==> config.mk <==
export PLATFORM = sky130hd
export DESIGN_NAME = pipe_hazard_ctrl
export DESIGN_NICKNAME = d
export VERILOG_FILES = /design/src/rtl/pipe_hazard_ctrl.sv
export SDC_FILE = /design/constraint.sdc
export NUM_CORES = 1
export LEC_CHECK = 0
export CAP_MARGIN = 10
export CORE_MARGIN = 2
export CORE_UTILIZATION = 30
export DETAILED_ROUTE_END_ITERATION = 6
export PLACE_DENSITY = 0.7
export SLEW_MARGIN = 20
export SYNTH_ARGS = -nofsm -noshare
export SYNTH_HDL_FRONTEND = slang
export SYNTH_SLANG_ARGS = --single-unit
export TNS_END_PERCENT = 30
==> constraint.sdc <==
create_clock -name clk -period 2.8 [get_ports clk]
set_input_delay 0.42 -clock clk [delete_from_list [all_inputs] [get_ports clk]]
set_output_delay 0.42 -clock clk [all_outputs]
set_load 0.01 [all_outputs]
==> src/rtl/pipe_hazard_ctrl.sv <==
// pipe_hazard_ctrl: pipeline write-enable/flush/bubble sequencing for the 5-stage core.
// Optional performance counters (stall_cnt, flush_cnt) enabled by PIPE_PERF_CNT_EN.
module pipe_hazard_ctrl #(
  parameter int MC_LAT = 4,
  parameter int CW     = 4
) (
  input  logic       clk,
  input  logic       rst_n,
  input  logic       idex_memread,
  input  logic [4:0] idex_rt,
  input  logic [4:0] ifid_rs,
  input  logic [4:0] ifid_rt,
  input  logic       ifid_uses_rt,
  input  logic       id_branch_taken,
  input  logic       id_jump,
  input  logic       ex_mc_start,
  input  logic       mem_wait,
  output logic       c_PCWrite,
  output logic       c_IFIDWrite,
  output logic       c_IDEXWrite,
  output logic       c_EXMEMWrite,
  output logic       c_if_flush,
  output logic       c_idex_bubble,
  output logic       c_exmem_bubble,
  output logic       c_mc_last,
  output logic [1:0] state
`ifdef PIPE_PERF_CNT_EN
  ,
  output logic [31:0] stall_cnt,
  output logic [31:0] flush_cnt
`endif
);
  typedef enum logic [1:0] {RUN = 2'd0, MC_WAIT = 2'd1} state_t;
  state_t st, st_nx;
  logic [CW-1:0] mc_cnt, mc_cnt_nx;
  logic lu, mc, redir, run, cnt_one;
  always_ff @(posedge clk or negedge rst_n)
    if (!rst_n) begin
      st     <= RUN;
      mc_cnt <= '0;
    end else begin
      st     <= st_nx;
      mc_cnt <= mc_cnt_nx;
    end
  always_comb begin
    st_nx     = st;
    mc_cnt_nx = mc_cnt;
    if (st == RUN) begin
      if (ex_mc_start && !mem_wait && MC_LAT >= 2) begin
        st_nx     = MC_WAIT;
        mc_cnt_nx = CW'(MC_LAT - 1);
      end
    end else if (!cnt_one) begin
      mc_cnt_nx = mc_cnt - CW'(1);
    end else if (!mem_wait) begin
      st_nx     = RUN;
      mc_cnt_nx = '0;
    end
  end
  assign lu      = idex_memread && idex_rt != 5'd0 &&
                   (idex_rt == ifid_rs || (ifid_uses_rt && idex_rt == ifid_rt));
  assign cnt_one = mc_cnt == CW'(1);
  assign mc      = st == MC_WAIT || ex_mc_start;
  assign redir   = id_branch_taken || id_jump;
  // run gates everything: reset forces all controls low, mem_wait freezes all
  assign run            = rst_n && !mem_wait;
  assign c_PCWrite      = run && !mc && !lu;
  assign c_IFIDWrite    = run && !mc && !lu;
  assign c_IDEXWrite    = run && !mc;
  assign c_EXMEMWrite   = run;
  assign c_exmem_bubble = run && mc;
  assign c_idex_bubble  = run && !mc && lu;
  assign c_if_flush     = run && !mc && !lu && redir;
  assign c_mc_last      = run && ((st == MC_WAIT && cnt_one) ||
                                  (st == RUN && ex_mc_start && MC_LAT == 1));
  assign state          = st;
`ifdef PIPE_PERF_CNT_EN
  always_ff @(posedge clk or negedge rst_n)
    if (!rst_n) begin
      stall_cnt <= '0;
      flush_cnt <= '0;
    end else begin
      stall_cnt <= stall_cnt + {31'd0, !c_PCWrite};
      flush_cnt <= flush_cnt + {31'd0, c_if_flush};
    end
`endif
endmodule
==> flow_metrics.py <==
metrics = {
    "timing": {
        "final.setup_skew_ps": 1.51,
        "final.setup.tns_ps": 0,
        "timing_hold_violations_final": 0,
        "period_needed_ps": 2710,
        "fin_crit_sh": 0.967,
        "max_freq_mhz": 369,
        "grt_setup_unrepaired": "false",
        "finalMaxSlewViolations": 0,
        "finish_stage_setup_viols": 0,
    },
    "floorplan": {
        "die_h_um": 44.3,
        "num_io_pins": 33,
        "core_um2": 1520,
        "start_util": 0.320,
        "die_area_um2": 1970,
        "placement_rows": 14,
        "dieWidth_um": 44.3,
    },
    "logic_synthesis": {
        "synth.cell_area_um2": 488,
        "synthArstFlopShare": 1.00,
        "synth.most_common_cell": "sky130_fd_sc_hd__xnor2_1",
        "postSynthNetCount": 87,
        "dominantRegCellSynth": "sky130_fd_sc_hd__dfrtp_1",
        "synth_top_cells_by_area": "sky130_fd_sc_hd__dfrtp_1, sky130_fd_sc_hd__xnor2_1, sky130_fd_sc_hd__nor2_1",
        "netlist.area_leader.share": 0.256,
        "synthDistinctLibCells": 28,
        "ys_seq_elements": 5,
        "synth-seq-area-share": 0.256,
        "syn-mean-instance-area_um2": 7.87,
        "yosys_warnings": 0,
        "synth_enable_flop_cells": 0,
        "synth.top_cells.by_count": "sky130_fd_sc_hd__xnor2_1, sky130_fd_sc_hd__nor2_1, sky130_fd_sc_hd__nand2_1",
        "yosysTopAreaCell": "sky130_fd_sc_hd__dfrtp_1",
        "synthCells": 62,
    },
    "global_routing": {
        "use_met2": 0.241,
        "grt_util_met1": 0.189,
        "groute.usage.overall": 0.152,
        "grt_most_used_layer": "met2",
        "grt_pass1_wl_um": 2160,
        "grt_max_degree": 11,
        "grt_pass1_vias": 494,
        "antenna_found_initial": 0,
        "grt_remaining_overflow": 0,
        "grt_met3_usage": 0.0449,
    },
    "place": {
        "buffer_ports.inserted": 31,
        "number_of_placed_instances_taps_included": 110,
        "gp_congestion": 0.761,
        "post-dp-hpwl_um": 1120,
        "placed_cell_area_um2": 830,
    },
    "setup_path": {
        "crit_path_end_kind": "primary output",
        "setup_cp_type": "input port to primary output",
        "worstPathMaxFanout": 3,
        "setup.reg_to_reg.worst_slack_ps": 1200,
        "worst_setup_path_start_kind": "input port",
        "worstPathRequired_ps": 2380,
        "critPathArrivalTime_ps": 2290,
    },
    "power_and_ir_drop": {
        "switching_power_uw": 181,
        "p_int_uw": 304,
        "power.leakage_nw": 0.395,
        "peakVddDrop_mv": 0.409,
        "power_per_cell_area_nw_per_um2": 563,
        "net_switching_share_of_the_total_power": 0.373,
        "p_seq_frac": 0.298,
        "power.share.clock": 0.163,
        "power_frac_comb": 0.538,
        "fin_total_pwr_uw": 484,
    },
    "layout": {
        "n_antenna_cell": 0,
        "finalNonFillerCells": 114,
        "layout-drive-gt1-share": 0.0816,
        "syn_to_final_growth_pct": 76.2,
        "nets": 124,
        "postLayoutCellArea_um2": 860,
    },
    "routing": {
        "drt.antenna.violating_nets": 0,
        "drt-wirelength-per-cell_um": 11.6,
        "drc": 0,
        "vias": 547,
        "drt-total-wl_um": 1320,
        "vias_per_cell": 4.80,
        "drt-pass1-iter-count": 4,
        "drt-initial-drc-count": 8,
    },
    "clock_tree": {
        "cts_buffers": 3,
        "clk-insertion-delay-late_ps": 230,
        "path_clk_slew_ps": 40,
        "tritoncts_sinks": 5,
        "buffer_count_from_post_cts_setup_fixing": 0,
        "clock_tree_from_tritoncts": "done",
        "postCtsHoldBufs": 0,
        "ctsHtreeMaxLevel": 1,
        "cts.root.buffer_cell": "sky130_fd_sc_hd__clkbuf_4",
        "ctsLongestPathBuffers": 2,
    },
    "outcome": {
        "run_status": "finished clean",
    },
    "hold_path": {
        "hold_path.class": "input port to asynchronous set/reset pin",
    },
    "job": {
        "maxCapViolCount": 0,
    },
}
metrics by stage:
step | setup WS, ps | utilization | hold slack, ps
4_1_cts | 8.16 | 0.561 | 484
5_1_grt | 21.8 | 0.564 | 500
3_3_place_gp | 33.3 | 0.544 | 534
2_1_floorplan | 838 | - | 124
3_5_place_dp | -1.97 | 0.544 | 539
6_report | 93.0 | 0.564 | 482
power groups by stage:
stage	Clock, mW	Sequential [mW]	Combinational (mW)
after detailed placement	0	0.145	0.265
after floorplan	0	0.130	0.174
after global routing	0.0850	0.151	0.294
after global placement	0	0.143	0.252
after CTS	0.0834	0.144	0.266
final	0.0791	0.145	0.261
worst max-delay path: stages:
cell                              delay [ps]
sky130_fd_sc_hd__clkdlybuf4s50_1         460
sky130_fd_sc_hd__or4_1                   560
sky130_fd_sc_hd__o21a_1                  210
sky130_fd_sc_hd__and3_1                  170
sky130_fd_sc_hd__clkdlybuf4s50_1         470
per-layer routing:
layer  up-vias  wire length (µm)  part of all wire
met1       238               559              0.42
li1        281                 -                 -
met2        28               594              0.45
met4         0                 0                 0
met5         -                 0                 0
met3         0               164              0.12
registers in the layout (all words and copies together) (netlist names):
| name | cells |
|---|---|
| state | 1 |
| mc_cnt | 4 |
final timing paths:
check,startpoint,endpoint,cells past startpoint
min in group clk,mc_cnt[3],mc_cnt[3],1
setup / recovery,idex_rt[1],c_idex_bubble,5
hold reg to reg,mc_cnt[3],mc_cnt[3],1
hold / removal,rst_n,state[0],2
setup reg to reg,mc_cnt[1],mc_cnt[3],6
max in group asynchronous,rst_n,mc_cnt[3],2
cell families after synthesis:
family                     share of synthesized area
xor gates and xnor gates                       0.179
DFF                                            0.256
and+or+nand+nor                                0.274
muxes                                         0.0205
other                                        0.00768
AOI/OAI and AO/OA                              0.149
buffers and inverters                         0.0615
adders and majority gates                     0.0513
area by class of cell:
| cell class | instances | area [µm²] |
|---|---|---|
| Inverter | 3 | 11.3 |
| Timing Repair Buffer | 35 | 344 |
| Tap cell | 16 | 20.0 |
| Multi-Input combinational cell | 51 | 333 |
| Sequential cell | 5 | 125 |
| Fill cell | 141 | 664 |
| Clock buffer | 4 | 26.3 |
layout by cell type, fill, tap and decap left out, types with 2 or more instances in the layout:
| cell type | netlist | layout |
|---|---|---|
| sky130_fd_sc_hd__buf_4 | 2 | 4 |
| sky130_fd_sc_hd__o21ai_0 | 3 | 3 |
| sky130_fd_sc_hd__clkdlybuf4s50_1 | 0 | 28 |
| sky130_fd_sc_hd__clkbuf_4 | 0 | 3 |
| sky130_fd_sc_hd__dlymetal6s2s_1 | 0 | 2 |
| sky130_fd_sc_hd__a21oi_1 | 2 | 2 |
| sky130_fd_sc_hd__nor2_1 | 8 | 8 |
| sky130_fd_sc_hd__ha_1 | 2 | 2 |
| sky130_fd_sc_hd__nand2_1 | 6 | 6 |
| sky130_fd_sc_hd__nor2b_1 | 3 | 3 |
| sky130_fd_sc_hd__xnor2_1 | 10 | 10 |
| sky130_fd_sc_hd__dfrtp_1 | 5 | 5 |
| sky130_fd_sc_hd__inv_1 | 3 | 3 |
what timing repair did:
item                                    CTS  global route
gates resized for setup                   1             2
endpoints found under the setup margin    2             2
cloned                                    0             0
No activity file was read; power rests on OpenSTA's default activity.
